[config.mk]
export PLATFORM = sky130hd
export DESIGN_NAME = delay_line_dff
export DESIGN_NICKNAME = d
export VERILOG_FILES = /design/src/rtl/dff_pkg.sv /design/src/rtl/dff_stage.sv /design/src/rtl/delay_line_dff.sv
export SDC_FILE = /design/constraint.sdc
export NUM_CORES = 1
export LEC_CHECK = 0
export ABC_AREA = 0
export BUFFER_PORTS_ARGS = -buffer_cell sky130_fd_sc_hd__buf_2
export CAP_MARGIN = 0
export CORE_MARGIN = 3
export CORE_UTILIZATION = 35
export CTS_CLUSTER_DIAMETER = 30
export DETAILED_ROUTE_END_ITERATION = 8
export PLACE_DENSITY = 0.54
export SLEW_MARGIN = 20
export SYNTH_ARGS = -nofsm -noshare
export SYNTH_HDL_FRONTEND = slang
export SYNTH_SLANG_ARGS = --single-unit
export TNS_END_PERCENT = 5
[constraint.sdc]
create_clock -name clk -period 2.7 [get_ports clk]
set_input_delay 0.27 -clock clk [delete_from_list [all_inputs] [get_ports clk]]
set_output_delay 0.27 -clock clk [all_outputs]
set_load 0.02 [all_outputs]
[src/rtl/dff_pkg.sv]
// Shared constants and a ceiling-log2 helper for the delay line and its stages.
// Constant-only package: no state, no timing.
package dff_pkg;

    localparam int DEFAULT_WIDTH = 8;
    localparam int DEFAULT_DEPTH = 4;

    // Smallest r with 2**r >= n; clog2(1) = 0.
    function automatic int clog2(input int n);
        int r;
        r = 0;
        while ((1 << r) < n) begin
            r = r + 1;
        end
        return r;
    endfunction

endpackage

[src/rtl/dff_stage.sv]
// One delay-line stage: data register plus valid bit, one-edge latency.
// No backpressure; en holds the stage, clr_v drops valid while data holds.
module dff_stage
    import dff_pkg::*;
#(
    parameter int               WIDTH     = DEFAULT_WIDTH,
    parameter logic [WIDTH-1:0] RESET_VAL = '0
)(
    input  logic             clk,
    input  logic             rst,
    input  logic             en,
    input  logic             clr_v,
    input  logic [WIDTH-1:0] d,
    input  logic             d_valid,
    output logic [WIDTH-1:0] q,
    output logic             q_valid
);

    logic [WIDTH-1:0] r_dat;
    logic             r_vld;

    always_ff @(posedge clk) begin
        if (rst) begin
            r_dat <= RESET_VAL;
            r_vld <= 1'b0;
        end else if (clr_v) begin
            r_vld <= 1'b0;
        end else if (en) begin
            r_dat <= d;
            r_vld <= d_valid;
        end
    end

    assign q       = r_dat;
    assign q_valid = r_vld;

endmodule

[src/rtl/delay_line_dff.sv]
// Enable-gated shift register of DEPTH (data, valid) stages with a tap mux and occupancy count.
// Latency DEPTH enabled edges; no backpressure, en=0 stalls every stage in place.
module delay_line_dff
    import dff_pkg::*;
#(
    parameter int               WIDTH     = DEFAULT_WIDTH,
    parameter int               DEPTH     = DEFAULT_DEPTH,
    parameter logic [WIDTH-1:0] RESET_VAL = '0,
    localparam int              TW        = (clog2(DEPTH) > 1) ? clog2(DEPTH) : 1,
    localparam int              CW        = clog2(DEPTH + 1)
)(
    input  logic             clk,
    input  logic             rst,
    input  logic             en,
    input  logic             flush,
    input  logic [WIDTH-1:0] d,
    input  logic             d_valid,
    input  logic [TW-1:0]    tap_sel,
    output logic [WIDTH-1:0] q,
    output logic             q_valid,
    output logic [WIDTH-1:0] tap_q,
    output logic             tap_valid,
    output logic [CW-1:0]    occ
);

    logic [WIDTH-1:0] w_din   [DEPTH];
    logic             w_vin   [DEPTH];
    logic [WIDTH-1:0] w_stage [DEPTH];
    logic             w_vld   [DEPTH];
    logic [CW-1:0]    r_occ;
    logic [WIDTH-1:0] w_tap_q;
    logic             w_tap_valid;

    assign w_din[0] = d;
    assign w_vin[0] = d_valid;

    for (genvar g = 0; g < DEPTH; g++) begin : g_stage
        if (g > 0) begin : g_link
            assign w_din[g] = w_stage[g-1];
            assign w_vin[g] = w_vld[g-1];
        end

        dff_stage #(
            .WIDTH     (WIDTH),
            .RESET_VAL (RESET_VAL)
        ) u_stage (
            .clk     (clk),
            .rst     (rst),
            .en      (en),
            .clr_v   (flush),
            .d       (w_din[g]),
            .d_valid (w_vin[g]),
            .q       (w_stage[g]),
            .q_valid (w_vld[g])
        );
    end

    // Entry and exit are applied in one update so a simultaneous push and drop leaves occ unchanged.
    always_ff @(posedge clk) begin
        if (rst || flush) begin
            r_occ <= '0;
        end else if (en) begin
            r_occ <= r_occ + CW'(d_valid) - CW'(w_vld[DEPTH-1]);
        end
    end

    // Out-of-range selects fall through to the reset value; a single stage ignores tap_sel.
    always_comb begin
        w_tap_q     = RESET_VAL;
        w_tap_valid = 1'b0;
        for (int i = 0; i < DEPTH; i++) begin
            if (DEPTH == 1 || int'(tap_sel) == i) begin
                w_tap_q     = w_stage[i];
                w_tap_valid = w_vld[i];
            end
        end
    end

    assign q         = w_stage[DEPTH-1];
    assign q_valid   = w_vld[DEPTH-1];
    assign tap_q     = w_tap_q;
    assign tap_valid = w_tap_valid;
    assign occ       = r_occ;

endmodule

### Word level (Yosys, flattened, before mapping)

Index checks and enable logic that the tools add are counted.

* register bits after elaboration: 39
* bits in latches: 0
* RAM bits: 0
* bits in read-only memories: 0
* memories: 0

* add/sub/neg operators: 2
* multiply operators: 0
* div/mod/pow operators: 0
* magnitude comparators: 0
* equality and inequality tests: 3
* shift-type cells: 0
* mux-type cells: 8
* bitwise operators: 1
* reduce and logical (&&, ||, !) cells: 4

Operators with widths (number)
* 2-to-1 mux 8 bit: 4
* equality test 2 bit (second input constant): 2
* 2-to-1 mux 1 bit: 4
* adder 3 x 1 -> 3 bit: 1
* subtractor 3 x 1 -> 3 bit: 1
* equality test 2 x 1 -> 1 bit (second input constant): 1
* logical NOT 2 bit: 1
* AND reduction 2 bit: 1
* OR reduction 2 bit: 1
* logical OR 1 bit: 1
* inverter 1 bit: 1

### Longest topological paths before layout

Gate-level depths: netlist of the first run.

* depth in word-level cells: 5
* gate-level depth with buffers: 9
* depth with buffers taken out: 9

### By module

Synthesis of the first run repeated with hierarchy kept, for this count alone.

* cell total of the unflattened synthesis: 181
* area total of the unflattened synthesis: 2010.7 um^2

Modules (own cells, without submodules)
* dff_stage: times used 4, cells an instance 38, area each 401.6 um^2, seq. area each 180.2 um^2
* delay_line_dff: times used 1, cells an instance 29, area each 404.1 um^2, seq. area each 60.1 um^2

### Worst setup path after synthesis of the first run

No wires, ideal clock.

* path kind: register to register
* from: register r_occ[0], in the netlist occ[0]
* to: register r_occ[2], in the netlist occ[2]
* arrival: 1.793 ns
* data required time: 2.584 ns
* path slack: 0.791 ns
* stages on the path, launching flop included: 10
* path buffers: 0
* period minus slack after synthesis: 1.909 ns
* cell sequence: dfxtp_1 inv_1 ha_1 inv_1 ha_1 inv_1 fa_1 xor2_1 a211oi_2 a31o_1

* longest elaborated chain between the ends: 2

RTL lines
* from (decl): line delay_line_dff.sv:30 `logic [CW-1:0] r_occ;`
* from (signal assigned): line delay_line_dff.sv:63 `r_occ <= r_occ + CW'(d_valid) - CW'(w_vld[DEPTH-1]);`
* adder 3 x 1 -> 3 bit: line delay_line_dff.sv:63
* subtractor 3 x 1 -> 3 bit: line delay_line_dff.sv:63

No other way between the ends.
A chain may end at the register's enable or synchronous reset.

### Worst setup path in the final report of the first run

Ends and elaborated chain as after synthesis.

==> impl_metrics.tcl, run 1 <==
set metrics [dict create \
    path_clk_slew_ns 0.08 \
    drtIter0Drc 84 \
    port_buffers 35 \
    dp_hpwl_um 2200 \
    maxSlewViolCount 0 \
    final_common_cell "nand2_1" \
    yosysSeqAreaShare 0.472 \
    cts_root_buf "clkbuf_8" \
    startpoint_type "flop" \
    status "finished, final reports clean" \
    path_max_fanout 3 \
    hold_buffers 0 \
    maxCapViolCount 0 \
    drive_gt1_frac 0.260 \
    pin_count 36 \
    grt_max_degree 34 \
    start_util 0.370 \
    clk_latency_ns 0.29 \
    finalHoldViolCount 0 \
    numCtsBuffers 5 \
    core_area_mm2 0.00447 \
    antenna_found_initial 0 \
    synthDistinctLibCells 20 \
    die_area_mm2 0.00559 \
    use_met3 0.0414 \
    grt_overflow 0 \
    rsz0062_at_grt "no" \
    ir_drop_mv 0.193 \
    worst_ep_arrival_time_ns 2.02 \
    max_slew_margin 0.570 \
    synthArstFlopShare 0 \
    cts_tree "built" \
    path_class "flop to flop" \
    routed_wl_um 3450 \
    netlist_instances 185 \
    synth_flop_cell "dfxtp_1" \
    min_from "d[6]" \
    clkSinkCount 39 \
    ys.warnings.count 0 \
    critPathLaunch "occ[0]$_SDFFE_PP0P_" \
    dieHeight_um 74.8 \
    cp.required_ns 2.88 \
    fillCellCount 465 \
    wire_per_inst_um 12.9 \
    leakagePower_nw 0.763 \
    final.setup_skew_ns 0.00385 \
    grt_pass1_wl_um 5700 \
    rows 24 \
    dr.pass1.iters 4 \
    timing.setup.tns_ns 0 \
    tightest_slew_ns 0.645 \
    power.density_mw_per_mm2 550 \
    r2r_start "occ[0]$_SDFFE_PP0P_" \
    avgSynthCellArea_um2 8.95 \
    layout_common_cells "64 x nand2_1, 39 x dfxtp_1, 35 x buf_2" \
    clk_path_buf_depth 2 \
    totalPowerFinal_mw 1.06 \
    syn_area_mm2 0.00166 \
    gp_congestion 0.683 \
    grt_pass1_vias 1226 \
    h-tree-depth 2 \
    grt_util_met1 0.181 \
    syn-num-nets 203 \
    endpoint_kind "flop" \
    whs_ns 0.213 \
    vias 1309 \
    viasPerCell 4.90 \
    final_util 0.430 \
    finalSetupViolCount 0 \
    grt_use_total 0.136 \
    drc 0 \
    hold_path.class "input port to flop" \
    synth_edf_count 0 \
    period_needed_ns 1.84 \
    syn2layout_area_growth_pct 16.1 \
    max_freq_mhz 545 \
    use_met2 0.208 \
    ant_nets 0 \
    post_cts_buffers 0 \
    top_usage_layer "met2" \
    post-route-period-util 0.680 \
    antenna_cells 0 \
    fin_nets 232 \
    yosys_register_bits 39 \
    dieWidth_um 74.8 \
    cts.repair.resized 0 \
]
==> worst max-delay path: stages, from the launching register on <==
cell,delay (ns)
dfxtp_1,0.34
inv_1,0.05
ha_1,0.26
inv_1,0.05
ha_1,0.12
inv_1,0.04
fa_1,0.37
xor2_1,0.21
a211oi_2,0.10
a31o_1,0.19
==> metal layers <==
layer / up-vias / routed length (um)
met5: - / 0
met4: 0 / 53
met3: 4 / 171
met2: 26 / 1490
met1: 611 / 1730
li1: 668 / -
==> per-stage QoR <==
step / worst slack (ns) / instance area (um2) / instances
after floorplan: 0.791 / 1660 / 185
after global placement: 0.878 / 1840 / 259
after detailed placement: 0.856 / 1840 / 259
after CTS: 0.849 / 1920 / 267
after global routing: 0.760 / 1920 / 267
final: 0.865 / 1920 / 267
==> power breakdown <==
part           switching (mW)  internal, mW  total, mW  leakage, nW
registers             0.00774         0.585      0.593        0.316
logic                  0.0545        0.0329     0.0873        0.406
clock network           0.197         0.180      0.377       0.0412
==> cell families after synthesis <==
family / Yosys count / synth area share
flops: 39 / 0.472
mux: 14 / 0.153
buf+inv: 19 / 0.0552
fa+ha+maj: 3 / 0.0272
xor+xnor: 1 / 0.00529
simple gates: 74 / 0.174
compound gates: 35 / 0.114
==> synthesized netlist by cell type, types with 2 or more instances <==
library cell | number | share of area
nor2_1 | 7 | 0.016
inv_1 | 4 | 0.0091
mux2i_1 | 5 | 0.030
mux4_2 | 9 | 0.12
clkbuf_1 | 4 | 0.0091
ha_1 | 2 | 0.015
dfxtp_1 | 39 | 0.47
a21oi_1 | 32 | 0.097
nand2_1 | 64 | 0.15
buf_2 | 9 | 0.027
==> flip-flops by register name, summed over array words and instances (netlist names) <==
name                     flops
occ                          3
g_stage.u_stage.q_valid      4
g_stage.u_stage.q           32
==> cell type report <==
type	count	area [um2]	share of cell area
multi-input cells	127	786	0.409
flip-flops and latches	39	781	0.406
repair buffers	37	190	0.0990
well taps	52	65.1	0.0339
inverters	4	15.0	0.00781
clock buffers	6	72.6	0.0378
clock inverters	2	12.5	0.00651
==> worst paths after layout <==
kind	to	cells after the start	slack, ns
setup reg to reg	occ[2]$_SDFFE_PP0P_	9	0.86
hold / removal	g_stage[0].u_stage.q[6]$_SDFFE_PP0P_	3	0.21
setup / recovery	occ[2]$_SDFFE_PP0P_	9	0.86
hold reg to reg	g_stage[3].u_stage.q[4]$_SDFFE_PP0P_	2	0.47
Note: power is estimated with default switching activity, not from simulation.
==> run 2: changes to the inputs <==
--- a/config.mk
+++ b/config.mk
@@ -12,7 +12,7 @@
 export CORE_UTILIZATION = 35
 export CTS_CLUSTER_DIAMETER = 30
 export DETAILED_ROUTE_END_ITERATION = 8
-export PLACE_DENSITY = 0.54
+export PLACE_DENSITY = 0.57
 export SLEW_MARGIN = 20
 export SYNTH_ARGS = -nofsm -noshare
 export SYNTH_HDL_FRONTEND = slang
==> constraint.sdc (replaced) <==
create_clock -name clk -period 1.5 [get_ports clk]
set_input_delay 0.15 -clock clk [delete_from_list [all_inputs] [get_ports clk]]
set_output_delay 0.15 -clock clk [all_outputs]
set_load 0.02 [all_outputs]
==> run 2 against run 1 <==
  * The run now ends with negative setup slack left
  * Highest routed layer unchanged
  * Total power is 78% higher
  * Via count is 4.0% higher
  * Largest cell class unchanged
  * Sequential share of layout area is 1.2 points lower
  * Final area is 4.1% higher
  * Clock power is 72% higher
  * Sequential power is 79% higher
  * Routed wire length is 0.70% lower
  * Clock-buffer cell count is 1 higher
  * Critical path depth stayed put
==> impl_metrics.tcl, run 2 (synthesis gave the netlist of run 1 again) <==
set metrics [dict create \
    critPathMaxStageDelay_ns 0.35 \
    cts_tree "built" \
    cp.required_ns 1.68 \
    critPathLaunch "occ[0]$_SDFFE_PP0P_" \
    final_util 0.447 \
    regArea_um2 788 \
    status "complete, but fails checks" \
    dp.cells 263 \
    final.setup_skew_ns 0.00558 \
    path_clk_slew_ns 0.07 \
    dieHeight_um 74.8 \
    h-tree-depth 2 \
    die_area_mm2 0.00559 \
    clkSinkCount 39 \
    worst_ep_arrival_time_ns 1.84 \
    max_freq_mhz 604 \
    whs_ns 0.0965 \
    grt_max_degree 33 \
    dr.pass1.iters 4 \
    clk_path_buf_depth 2 \
    vias 1362 \
    hold_path.class "input port to flop" \
    tightest_slew_ns 0.347 \
    dieWidth_um 74.8 \
    maxSlewViolCount 0 \
    path_class "flop to flop" \
    p_int_mw 1.44 \
    fin_nets 236 \
    path_max_fanout 2 \
    post_dp_cell_area_mm2 0.00192 \
    max_slew_margin 0.769 \
    dp_hpwl_um 2230 \
    setup_ws_ns -0.155 \
    grt_pass1_vias 1218 \
    drive_gt1_frac 0.307 \
    stdcell_area_mm2 0.00200 \
    power_frac_seq 0.565 \
    port_buffers 35 \
    syn2layout_area_growth_pct 20.9 \
    maxCapViolCount 0 \
    antenna_cells 0 \
    drtIter0Drc 106 \
    leakagePower_nw 0.782 \
    wire_per_inst_um 12.7 \
    startpoint_type "flop" \
    ir_drop_mv 0.312 \
    p_switching_uw 445 \
    gp_congestion 0.713 \
    path_buf_inv 3 \
    endpoint_kind "flop" \
    power.density_mw_per_mm2 943 \
    switching_share 0.236 \
    antenna_found_initial 0 \
    r2r_start "occ[0]$_SDFFE_PP0P_" \
    drc 0 \
    post-route-period-util 1.10 \
    numCtsBuffers 5 \
    min_from "d[7]" \
    largest_reg_flops 32 \
    rows 24 \
    crit_chain "inv_2, ha_4, inv_4, ha_4, inv_2, fa_2, xor2_2, a211oi_2, a31o_1" \
    violations "negative setup slack" \
    viasPerCell 5.04 \
    cts_root_buf "clkbuf_8" \
    final_common_cell "nand2_1" \
    finalHoldViolCount 0 \
    ant_nets 0 \
    finalSetupViolCount 3 \
    period_needed_ns 1.66 \
    cpLargestDelayFamily "adder cells" \
    pin_count 36 \
    start_util 0.370 \
    core_area_mm2 0.00447 \
    routed_wl_um 3430 \
    clk_latency_ns 0.28 \
    grt_pass1_wl_um 5730 \
    grt_use_total 0.134 \
    crit_slowest_cell "dfxtp_4" \
    multi_input_area_um2 821 \
    layout_common_cells "64 x nand2_1, 37 x dfxtp_1, 35 x buf_2" \
    pwr-share-clk 0.344 \
    grt_overflow 0 \
    hold_buffers 0 \
    fillCellCount 447 \
    rsz0062_at_grt "yes" \
    comb_power_share 0.091 \
    post_cts_buffers 0 \
    stdcell_count 270 \
]
run 2: area by class of cell:
class / instances / share of cell area
Clock buffer: 7 / 0.0381
Inverter: 4 / 0.00876
Multi-Input combinational cell: 127 / 0.410
Sequential cell: 39 / 0.394
Tap cell: 52 / 0.0325
Timing Repair Buffer: 41 / 0.116
run 2: tightest hold or removal path: stages:
cell and delay [ns]:
buf_2 0.09, nand2_1 0.04, a21oi_1 0.05
run 2: worst paths after layout:
kind              slack [ns]  cells past startpoint                                    to
setup / recovery       -0.16                      9                   occ[2]$_SDFFE_PP0P_
hold / removal           0.1                      3  g_stage[0].u_stage.q[7]$_SDFFE_PP0P_
setup reg to reg       -0.16                      9                   occ[2]$_SDFFE_PP0P_
hold reg to reg         0.46                      2  g_stage[1].u_stage.q[6]$_SDFFE_PP0P_
run 2: repair_timing:
item / 4_1_cts / 5_1_grt
resized for setup: 1 / 0
hold endpoints to repair: 0 / 0
pin swaps: 3 / 1
setup endpoints to repair: 3 / 3
run 2: metrics by stage:
stage | total power, mW | setup slack, ns | TNS [ns]
detailed placement | 1.26 | -0.199 | -0.291
global placement | 1.26 | -0.183 | -0.243
global route | 1.97 | -0.264 | -0.529
finish | 1.89 | -0.155 | -0.282
CTS | 1.92 | -0.179 | -0.336
floorplan | 1.21 | -0.200 | -0.293
run 2: power by group through the flow:
stage          combinational, mW  clock [mW]  sequential [mW]
3_5_place_dp               0.174           0             1.09
6_report                   0.172       0.649             1.06
3_3_place_gp               0.174           0             1.09
2_1_floorplan              0.119           0             1.09
4_1_cts                    0.175       0.677             1.06
5_1_grt                    0.193       0.713             1.07
run 2: per-layer routing:
metal	GRT usage	vias to the layer above	routed length (um)
met5	0	-	0
met4	0.0534	0	42
met3	0.0387	4	120
met2	0.201	24	1610
met1	0.183	657	1650
li1	-	677	-
